**src/rtl/prod_bcd_conv_pkg.sv**
```systemverilog
// Shared definitions for the multiplier product path: state encodings, widths
// and the signed-to-magnitude helper used when a conversion is accepted.
package prod_bcd_conv_pkg;

  localparam int PROD_W     = 16;
  localparam int BCD_DIGITS = 5;
  localparam int BCD_W      = 4 * BCD_DIGITS;

  localparam logic [3:0] ITER_LAST = 4'd15;

  typedef enum logic [1:0] {
    ST_IDLE = 2'd0,
    ST_CONV = 2'd1,
    ST_DONE = 2'd2
  } state_t;

  // 16'h8000 maps to itself, which is exactly 32768 when read as unsigned.
  function automatic logic [PROD_W-1:0] f_magnitude(input logic [PROD_W-1:0] v);
    return v[PROD_W-1] ? (~v + 16'd1) : v;
  endfunction

endpackage

```
**src/rtl/prod_bcd_conv_bcd_digit_adj.sv**
```systemverilog
// Double-dabble correction for one BCD digit: add 3 when the digit is 5 or more,
// so that the following left shift carries correctly into the next digit.
module bcd_digit_adj (
  input  logic [3:0] i_digit,
  output logic [3:0] o_digit
);

  assign o_digit = (i_digit >= 4'd5) ? (i_digit + 4'd3) : i_digit;

endmodule

```
**src/rtl/prod_bcd_conv.sv**
```systemverilog
// Sequential signed 16-bit to sign + 5-digit BCD converter (shift-add-3, one bit
// per clock) with a start/busy/done handshake.
module prod_bcd_conv
  import prod_bcd_conv_pkg::*;
(
  input  logic        clk,
  input  logic        rst_n,
  input  logic        start,
  input  logic [15:0] prod,
  output logic        busy,
  output logic        done,
  output logic        neg,
  output logic [19:0] bcd
);

  state_t             r_state;
  state_t             w_state_nxt;
  logic [3:0]         r_iter;
  logic [PROD_W-1:0]  r_mag;
  logic [BCD_W-1:0]   r_scratch;
  logic               r_neg_cap;
  logic [BCD_W-1:0]   r_bcd;
  logic               r_neg;
  logic               r_busy;
  logic               r_done;

  logic [BCD_W-1:0]   w_adj;
  logic [BCD_W-1:0]   w_shift;
  logic               w_accept;
  logic               w_last;

  for (genvar g = 0; g < BCD_DIGITS; g++) begin : g_adj
    bcd_digit_adj u_adj (
      .i_digit (r_scratch[4*g +: 4]),
      .o_digit (w_adj[4*g +: 4])
    );
  end

  // Corrected digits shifted left, pulling in the next magnitude bit (MSB first).
  assign w_shift = {w_adj[BCD_W-2:0], r_mag[PROD_W-1]};

  always_comb begin
    w_state_nxt = r_state;
    w_accept    = 1'b0;
    w_last      = 1'b0;
    case (r_state)
      ST_IDLE: begin
        if (start) begin
          w_state_nxt = ST_CONV;
          w_accept    = 1'b1;
        end
      end
      ST_CONV: begin
        if (r_iter == ITER_LAST) begin
          w_state_nxt = ST_DONE;
          w_last      = 1'b1;
        end
      end
      ST_DONE: begin
        if (start) begin
          w_state_nxt = ST_CONV;
          w_accept    = 1'b1;
        end else begin
          w_state_nxt = ST_IDLE;
        end
      end
      default: w_state_nxt = ST_IDLE;
    endcase
  end

  always_ff @(posedge clk or negedge rst_n) begin
    if (!rst_n) begin
      r_state <= ST_IDLE;
    end else begin
      r_state <= w_state_nxt;
    end
  end

  always_ff @(posedge clk or negedge rst_n) begin
    if (!rst_n) begin
      r_iter    <= '0;
      r_mag     <= '0;
      r_scratch <= '0;
      r_neg_cap <= 1'b0;
      r_bcd     <= '0;
      r_neg     <= 1'b0;
      r_busy    <= 1'b0;
      r_done    <= 1'b0;
    end else begin
      // Flags follow the next state so they line up with it without extra decode.
      r_busy <= (w_state_nxt == ST_CONV);
      r_done <= (w_state_nxt == ST_DONE);

      if (w_accept) begin
        r_neg_cap <= prod[PROD_W-1];
        r_mag     <= f_magnitude(prod);
        r_scratch <= '0;
        r_iter    <= '0;
      end else if (r_state == ST_CONV) begin
        r_scratch <= w_shift;
        r_mag     <= {r_mag[PROD_W-2:0], 1'b0};
        r_iter    <= r_iter + 4'd1;
      end

      if (w_last) begin
        r_bcd <= w_shift;
        r_neg <= r_neg_cap;
      end
    end
  end

  assign busy = r_busy;
  assign done = r_done;
  assign neg  = r_neg;
  assign bcd  = r_bcd;

endmodule

```
**config.mk**
```make
export PLATFORM = sky130hd
export DESIGN_NAME = prod_bcd_conv
export DESIGN_NICKNAME = d
export VERILOG_FILES = /design/src/rtl/prod_bcd_conv_pkg.sv /design/src/rtl/prod_bcd_conv_bcd_digit_adj.sv /design/src/rtl/prod_bcd_conv.sv
export SDC_FILE = /design/constraint.sdc
export NUM_CORES = 1
export LEC_CHECK = 0
export BUFFER_PORTS_ARGS = -buffer_cell sky130_fd_sc_hd__buf_2
export CAP_MARGIN = 0
export CORE_MARGIN = 3
export CORE_UTILIZATION = 58
export DETAILED_ROUTE_END_ITERATION = 6
export HOLD_SLACK_MARGIN = 0.06
export PLACE_DENSITY = 0.8
export REMOVE_ABC_BUFFERS = 1
export SYNTH_ARGS = -nofsm -noshare
export SYNTH_HDL_FRONTEND = slang
export SYNTH_SLANG_ARGS = --single-unit
```
**constraint.sdc**
```tcl
create_clock -name clk -period 2.35 [get_ports clk]
set_clock_uncertainty 0.05 [all_clocks]
set_input_delay 0 -clock clk [delete_from_list [all_inputs] [get_ports clk]]
set_output_delay 0 -clock clk [all_outputs]
set_load 0.05 [all_outputs]
```
==> qor.csv, run 1 <==
metric,value,unit
p_sw,2460,uW
rsz0062_at_grt,no,
ys_top_cells_by_count,"66 x dfrtp_1, 26 x a21oi_1, 22 x nor2_1, 20 x o21ai_0, 17 x nand2_1",
fin_crit_sh,79.9,%
grt_use_met3,4.77,%
synth_most_common_cell,dfrtp_1,
cp-end-kind,flip-flop,
intPower,3230,uW
tritoncts,yes,
yosysTopAreaCellShare,49.1,%
wl,7.12,mm
die-area,6750,sq um
synth_xor_area_share,2.87,%
die_h,82.1,um
fmax,532,MHz
cp.required,2520,ps
grt.met2_usage,38.5,%
ys_ff_latch,66,
grt_pass1_wl,12.1,mm
grt_max_degree,33,
synthTopCellsByArea,"dfrtp_1 49%, ha_1 4.5%, a21oi_1 3.9%, mux2_2 3.7%, mux2i_1 3.3%",
p_sw_share,43.3,%
post_drt_wl_per_cell,15.7,um
first_iter_violations,132,
vias,2659,
setup_tns,0,ps
timing.rr.start,r_scratch[0],
grt_pass1_vias,2601,
die_w,82.1,um
drc,0,
grt_overflow_total,0,
numCtsBuffers,9,
h-tree-depth,3,
synthFlopType,dfrtp_1,
netlist_area,3360,sq um
p_comb_share,47.6,%
synth_cells,315,
ant_nets,0,
drv_cap,0,
fin_crit,1880,ps
ys_seq_area_share,49.1,%
cts_setup_buffers,0,
power_density,1420,nW/um^2
r2r.worst_path.cells,6,
core_area,5570,sq um
p_seq_share,35.4,%
clkPwrFrac,17.0,%
busiest_layer,met2,
place_hpwl,4.69,mm
vias_per_cell,5.87,
num_io_pins,42,
synth_simple_gate_area_share,13.0,%
drive_above_1_share,21.5,%
synth_cell_types,45,
dr.pass1.iters,4,
cts-root-buf,clkbuf_8,
insertion_delay,340,ps
whs_endpoint,r_state[0],
clock-sinks,66,
use_met1,30.9,%
hp-class,in2reg,
async_flop_share,100,%
syn_avg_cell_area,10.7,sq um
finalSetupViolations,0,
antenna_found_initial,0,
start_util,60.3,%
crit-reg2reg-capture,bcd[2],
yosys.area.top_type,dfrtp_1,
synth_mux_area_share,7.41,%
start_kind,input port,
max-vdd-ir-drop,0.693,mV
ys_warn_count,0,
fill_cells,417,
worstPathMaxFanout,5,
fin_nets,407,
area_delta_synth_final,18.9,%
arrival,2050,ps
diodes,0,
synth_edf_count,0,
power_leakage,0.00185,uW
final_hold_viol_count,0,
synth_compound_area_share,18.8,%
io_buffers,41,
rows,27,
hp-start,start,
status,"finished, final reports clean",
hold_depth,4,
critPathKind,in2reg,
fin_util,71.7,%
grtUsageTotal,23.8,%
gp_congestion,0.808,
synth_top_family_by_area,compound AO/OA/AOI/OAI gates,
clock_tree.buffer_depth,2,
slew_viol_final,0,
tightest_slew,592,ps
ff2ff_setup_slack,620,ps
cts_resized,0,
maxSlewHeadroom,60.0,%
clkTransAtPathRegs,70,ps
yosys.area_share.adder,4.47,%
[layout make-up]
type / instances / area, sq um / area share, %
clock inverter: 4 / 50.0 / 1.25
sequential: 66 / 1650 / 41.3
timing repair buffer: 66 / 438 / 11.0
multi-input combinational: 220 / 1560 / 39.1
clock buffer: 12 / 155 / 3.88
inverter: 13 / 48.8 / 1.22
tap: 72 / 90.1 / 2.25
[through the flow]
step	hold slack, ps	instance area [sq um]	cells	worst slack [ps]	total power (uW)
after global routing	140	4000	453	398	6100
after floorplan	-346	3260	299	556	4000
after global placement	-157	3610	419	662	4590
after detailed placement	-160	3610	419	627	4680
after CTS	100	4000	453	539	5720
final	107	4000	453	471	5680
[power groups by stage]
stage	Combinational (uW)	Clock [uW]	Sequential, uW
2_1_floorplan	1460	0	2540
3_3_place_gp	2590	0	2000
3_5_place_dp	2660	0	2020
4_1_cts	2720	990	2010
5_1_grt	2970	1050	2080
6_report	2700	968	2010
[layout by cell type, fill, tap and decap left out, types with 12 or more instances in the layout]
cell / netlist / final
nand2_1: 17 / 17
dlygate4sd3_1: 0 / 18
a21oi_1: 26 / 26
ha_1: 12 / 12
nor2_1: 22 / 22
o21ai_0: 20 / 20
buf_2: 7 / 41
dfrtp_1: 66 / 66
inv_1: 13 / 13
a22oi_1: 13 / 13
[what timing repair did]
item                                   in CTS  in global routing
setup endpoints to repair                   0                  0
hold buffers                               18                  0
endpoints found under the hold margin      82                  0
[critical path, cell delays in order]
cell           delay, ps
dlygate4sd3_1        540
buf_2                140
inv_1                 70
ha_1                 270
nor4b_1              530
nand4b_1             200
mux2i_1              190
o211ai_1              90
[registers in the layout, summed over array words and instances, names as in the netlist]
name,flops
busy,1
r_scratch,20
r_mag,16
r_state,2
r_neg_cap,1
r_iter,4
neg,1
done,1
bcd,20
[worst max-delay path by stage]
stage / start / end / slack [ps] / cells after the start
6_report: prod[0] / r_mag[14] / 470 / 8
5_1_grt: prod[0] / r_mag[12] / 400 / 8
4_1_cts: prod[0] / r_mag[14] / 540 / 8
3_5_place_dp: r_state[0] / bcd[13] / 630 / 3
3_3_place_gp: r_state[0] / bcd[13] / 660 / 3
2_1_floorplan: r_state[0] / bcd[0] / 560 / 3
[layer usage]
metal | share of wire [%] | vias up
li1 | - | 1272
met1 | 44 | 1309
met2 | 50 | 65
met3 | 4.2 | 13
met4 | 2.1 | 0
met5 | 0 | -
[cells by family after synthesis]
group | count (synthesis)
AND/OR/NAND/NOR | 78
flip-flops | 66
XOR/XNOR | 11
buffers and inverters | 29
AO/OA/AOI/OAI | 96
multiplexers | 23
adder cells (fa/ha/maj) | 12
No activity file was read; power rests on OpenSTA's default activity.
==> run 2: changes to the inputs <==
==> constraint.sdc (replaced) <==
create_clock -name clk -period 1.8 [get_ports clk]
set_clock_uncertainty 0.05 [all_clocks]
set_input_delay 0 -clock clk [delete_from_list [all_inputs] [get_ports clk]]
set_output_delay 0 -clock clk [all_outputs]
set_load 0.05 [all_outputs]
==> qor.csv, run 2 (synthesized netlist as in run 1, its figures left out) <==
metric,value,unit
final_area,4030,sq um
grtUsageTotal,23.9,%
core_area,5570,sq um
tritoncts,yes,
most-common-layout-cells,"66 x dfrtp_1, 41 x buf_2, 22 x a21oi_1, 22 x nor2_1, 20 x o21ai_0",
grt_overflow_total,0,
antenna_found_initial,0,
drc,0,
fin_crit_sh,96.4,%
max-vdd-ir-drop,1.03,mV
fmax,576,MHz
wl,7.51,mm
grt_pass1_vias,2599,
critPathBufInv,0,
status,"finished, final reports clean",
final_hold_viol_count,0,
drive_above_1_share,23.0,%
clock_tree.buffer_depth,2,
io_buffers,41,
grt_pass1_wl,12.3,mm
clock-sinks,66,
worstPathMaxFanout,6,
first_iter_violations,149,
fin_util,72.3,%
ff2ff_setup_slack,60,ps
critPathTopFamily,simple AND/OR/NAND/NOR gates,
critPathKind,reg2reg,
clkTransAtPathRegs,70,ps
cts-root-buf,clkbuf_8,
power_density,1870,nW/um^2
start_kind,flip-flop,
vias,2666,
ant_nets,0,
power_leakage,0.00186,uW
die_w,82.1,um
dr.pass1.iters,4,
post_drt_wl_per_cell,16.7,um
r2r.worst_path.cells,4,
gp_congestion,0.815,
numCtsBuffers,9,
start_util,60.3,%
drv_cap,0,
insertion_delay,330,ps
cp-end-kind,flip-flop,
place_hpwl,4.50,mm
fin_nets,406,
vias_per_cell,5.91,
num_io_pins,42,
h-tree-depth,3,
fin_crit,1740,ps
cp.required,1970,ps
area_delta_synth_final,19.9,%
slew_viol_final,0,
final_common_cell,dfrtp_1,
worst-path-stages,4,
hold_depth,5,
rows,27,
maxSlewHeadroom,55.6,%
tightest_slew,664,ps
diodes,0,
arrival,1910,ps
placed_area,3610,sq um
grt_max_degree,67,
critical_path.slowest_cell,dfrtp_1,
die-area,6750,sq um
hp-class,in2reg,
finalSetupViolations,0,
cpPeakStageDelay,390,ps
cts_setup_buffers,0,
die_h,82.1,um
cp_cell_sequence,ha_1 > and3_1 > and2_2 > mux2_2,
-- run 2: changes by cell type in the layout (fill, tap and decap cells not counted), moves of 2 or more --
cell,delta
a21oi_1,-4
a21oi_2,+4
and2_2,+2
buf_4,-3
clkinvlp_4,-2
-- run 2: through the flow --
step	setup slack, ps	instances	setup TNS (ps)	hold slack [ps]	power, uW
after global placement	-21.9	417	-117	-5.57	5950
final	64.1	451	0	124	7560
after CTS	4.54	449	0	107	7460
after global routing	-10.6	451	-27.9	150	8090
after floorplan	6.42	299	0	-346	5220
after detailed placement	-106	417	-503	-5.90	6110
-- run 2: layout make-up --
cell class              instances  area, sq um
well taps                      72         90.1
fillers                       416         1540
flip-flops and latches         66         1650
repair buffers                 63          425
clock buffers                  13          169
multi-input cells             222         1610
clock inverters                 2         35.0
inverters                      13         48.8
-- run 2: worst paths after layout --
kind                            from        end
setup / recovery           r_iter[0]    bcd[18]
hold / removal               prod[0]  r_mag[15]
setup reg to reg           r_iter[0]    bcd[18]
hold reg to reg             r_mag[0]   r_mag[0]
max in group asynchronous      rst_n       busy
min in group asynchronous      rst_n     bcd[6]
-- run 2: worst min-delay path, cell delays in order --
cell and delay (ps):
buf_2 100, nor2_1 90, nand3_2 100, o21ai_1 70, o221a_2 110
-- run 2: timing repair --
action                                  CTS  global route
hold endpoints to repair                 82             0
hold buffers                             17             0
pin swaps                                 0             2
resized for setup                         1             7
cloned                                    0             2
endpoints found under the setup margin    9            19
-- run 2: routing by layer --
| layer | global-route usage [%] | share of wire, % | vias to the layer above | wire (um) |
|---|---|---|---|---|
| met5 | 0 | 0 | - | 0 |
| met4 | 9.14 | 1.7 | 0 | 127 |
| met3 | 4.12 | 5.4 | 13 | 408 |
| met2 | 40.2 | 50 | 78 | 3790 |
| met1 | 31.0 | 42 | 1309 | 3190 |
| li1 | - | - | 1266 | - |
-- run 2: power by group --
part	total [uW]	switching, uW	internal, uW	leakage (uW)
combinational	3630	2260	1370	0.000935
clock	1280	534	744	0.000106
sequential	2650	500	2150	0.000818
total	7560	3290	4270	0.00186
==> run 3: changes to the inputs <==
--- a/config.mk
+++ b/config.mk
@@ -15,4 +15,5 @@
 export REMOVE_ABC_BUFFERS = 1
 export SYNTH_ARGS = -nofsm -noshare
 export SYNTH_HDL_FRONTEND = slang
+export SYNTH_HIERARCHICAL = 1
 export SYNTH_SLANG_ARGS = --single-unit
==> qor.csv, run 3 <==
metric,value,unit
status,"finished, final reports clean",
ys_warn_count,6,
rows,27,
vias,2598,
critPathKind,in2reg,
fin_crit_sh,96.8,%
power_density,1800,nW/um^2
tritoncts,yes,
fin_nets,415,
wl,7.01,mm
intPower,4290,uW
clkPwrFrac,16.9,%
fmax,574,MHz
slew_viol_final,0,
start_kind,input port,
syn_avg_cell_area,10.5,sq um
final_hold_viol_count,0,
grt_max_degree,67,
dr.pass1.iters,4,
finalSetupViolations,0,
post_drt_wl_per_cell,15.2,um
gp_congestion,0.784,
first_iter_violations,140,
netlist_area,3380,sq um
io_buffers,41,
p_sw,3100,uW
p_sw_share,41.9,%
p_seq_share,35.4,%
cp.required,1970,ps
fin_crit,1740,ps
p_comb_share,47.7,%
die_h,82.3,um
placed_area,3690,sq um
num_io_pins,42,
place_hpwl,4.35,mm
final_area,4110,sq um
maxSlewHeadroom,58.1,%
insertion_delay,340,ps
core_area,5570,sq um
die-area,6770,sq um
power,7390,uW
arrival,1920,ps
hp-class,in2reg,
clkTransAtPathRegs,70,ps
tightest_slew,629,ps
ant_nets,0,
final_common_cell,dfrtp_1,
worstPathMaxFanout,8,
die_w,82.3,um
power_leakage,0.00201,uW
grt_pass1_vias,2624,
clock-sinks,66,
fill_cells,393,
h-tree-depth,3,
diodes,0,
most-common-layout-cells,"66 x dfrtp_1, 52 x nand2_1, 41 x buf_2",
area_delta_synth_final,21.6,%
cts-root-buf,clkbuf_8,
antenna_found_initial,0,
grtUsageTotal,22.8,%
cp-end-kind,flip-flop,
drc,0,
vias_per_cell,5.64,
grt_overflow_total,0,
numCtsBuffers,9,
grt_pass1_wl,11.7,mm
drive_above_1_share,25.2,%
clock_tree.buffer_depth,2,
start_util,60.6,%
max-vdd-ir-drop,0.868,mV
drv_cap,0,
synth_cells,322,
[run 3: cell count changes in the layout (fill, tap and decap cells not counted), moves of 6 or more]
cell / change
a22oi_1: -12
and3_1: +10
mux2_2: +10
o211ai_1: -7
a22o_1: +11
nor3b_1: -8
xor2_1: +8
nand2_1: +35
o21ai_0: -6
a21oi_1: -11
nor2_1: -15
[run 3: path summary, 6_finish.rpt]
kind	from	endpoint	slack, ps	cells past startpoint
max reg2reg	r_iter[0]	bcd[1]	140	5
max in group asynchronous	rst_n	r_mag[0]	1270	3
min in group asynchronous	rst_n	bcd[7]	150	3
max	prod[6]	r_mag[13]	60	6
min reg2reg	r_neg_cap	r_neg_cap	440	2
min	prod[9]	r_mag[10]	100	4
[run 3: cell type report]
| type | count | area [sq um] | area share (%) |
|---|---|---|---|
| Sequential cell | 66 | 1650 | 40.2 |
| Tap cell | 72 | 90.1 | 2.19 |
| Multi-Input combinational cell | 225 | 1620 | 39.5 |
| Clock inverter | 2 | 35.0 | 0.853 |
| Clock buffer | 14 | 163 | 3.96 |
| Timing Repair Buffer | 70 | 498 | 12.1 |
| Inverter | 12 | 45.0 | 1.10 |
[run 3: through the flow]
step	setup TNS (ps)	worst slack [ps]	util (%)	instances	hold WS, ps
detailed placement	0	62.4	66.1	425	-3.86
CTS	0	90.1	73.3	461	61.3
floorplan	-58300	-1220	-	303	-346
global placement	0	174	66.1	425	-7.94
global route	-0.510	-0.510	73.7	461	121
finish	0	57.4	73.7	461	105
[run 3: critical path, stage by stage]
cell	delay, ps
buf_2	120
or4_4	620
o41ai_4	360
xor2_1	170
dlygate4sd3_1	570
a21oi_1	60
[run 3: power groups by stage]
stage | Clock, uW | Sequential (uW) | Combinational, uW
floorplan | 0 | 3240 | 1980
global placement | 0 | 2600 | 3360
detailed placement | 0 | 2630 | 3470
CTS | 1280 | 2610 | 3540
global route | 1350 | 2700 | 3910
finish | 1250 | 2620 | 3530
[run 3: repair_timing]
action                                  4_1_cts  5_1_grt
hold buffers                                 20        0
setup buffers                                 0        0
gates resized for setup                       0        3
endpoints found under the hold margin        84        0
endpoints found under the setup margin        0        1
[run 3: per-layer routing]
layer	wire length [um]	global-route usage (%)	share of wire, %
met5	0	0	0
met4	91	8.64	1.3
met3	283	5.31	4.0
met2	3580	40.1	51
met1	3060	27.0	44
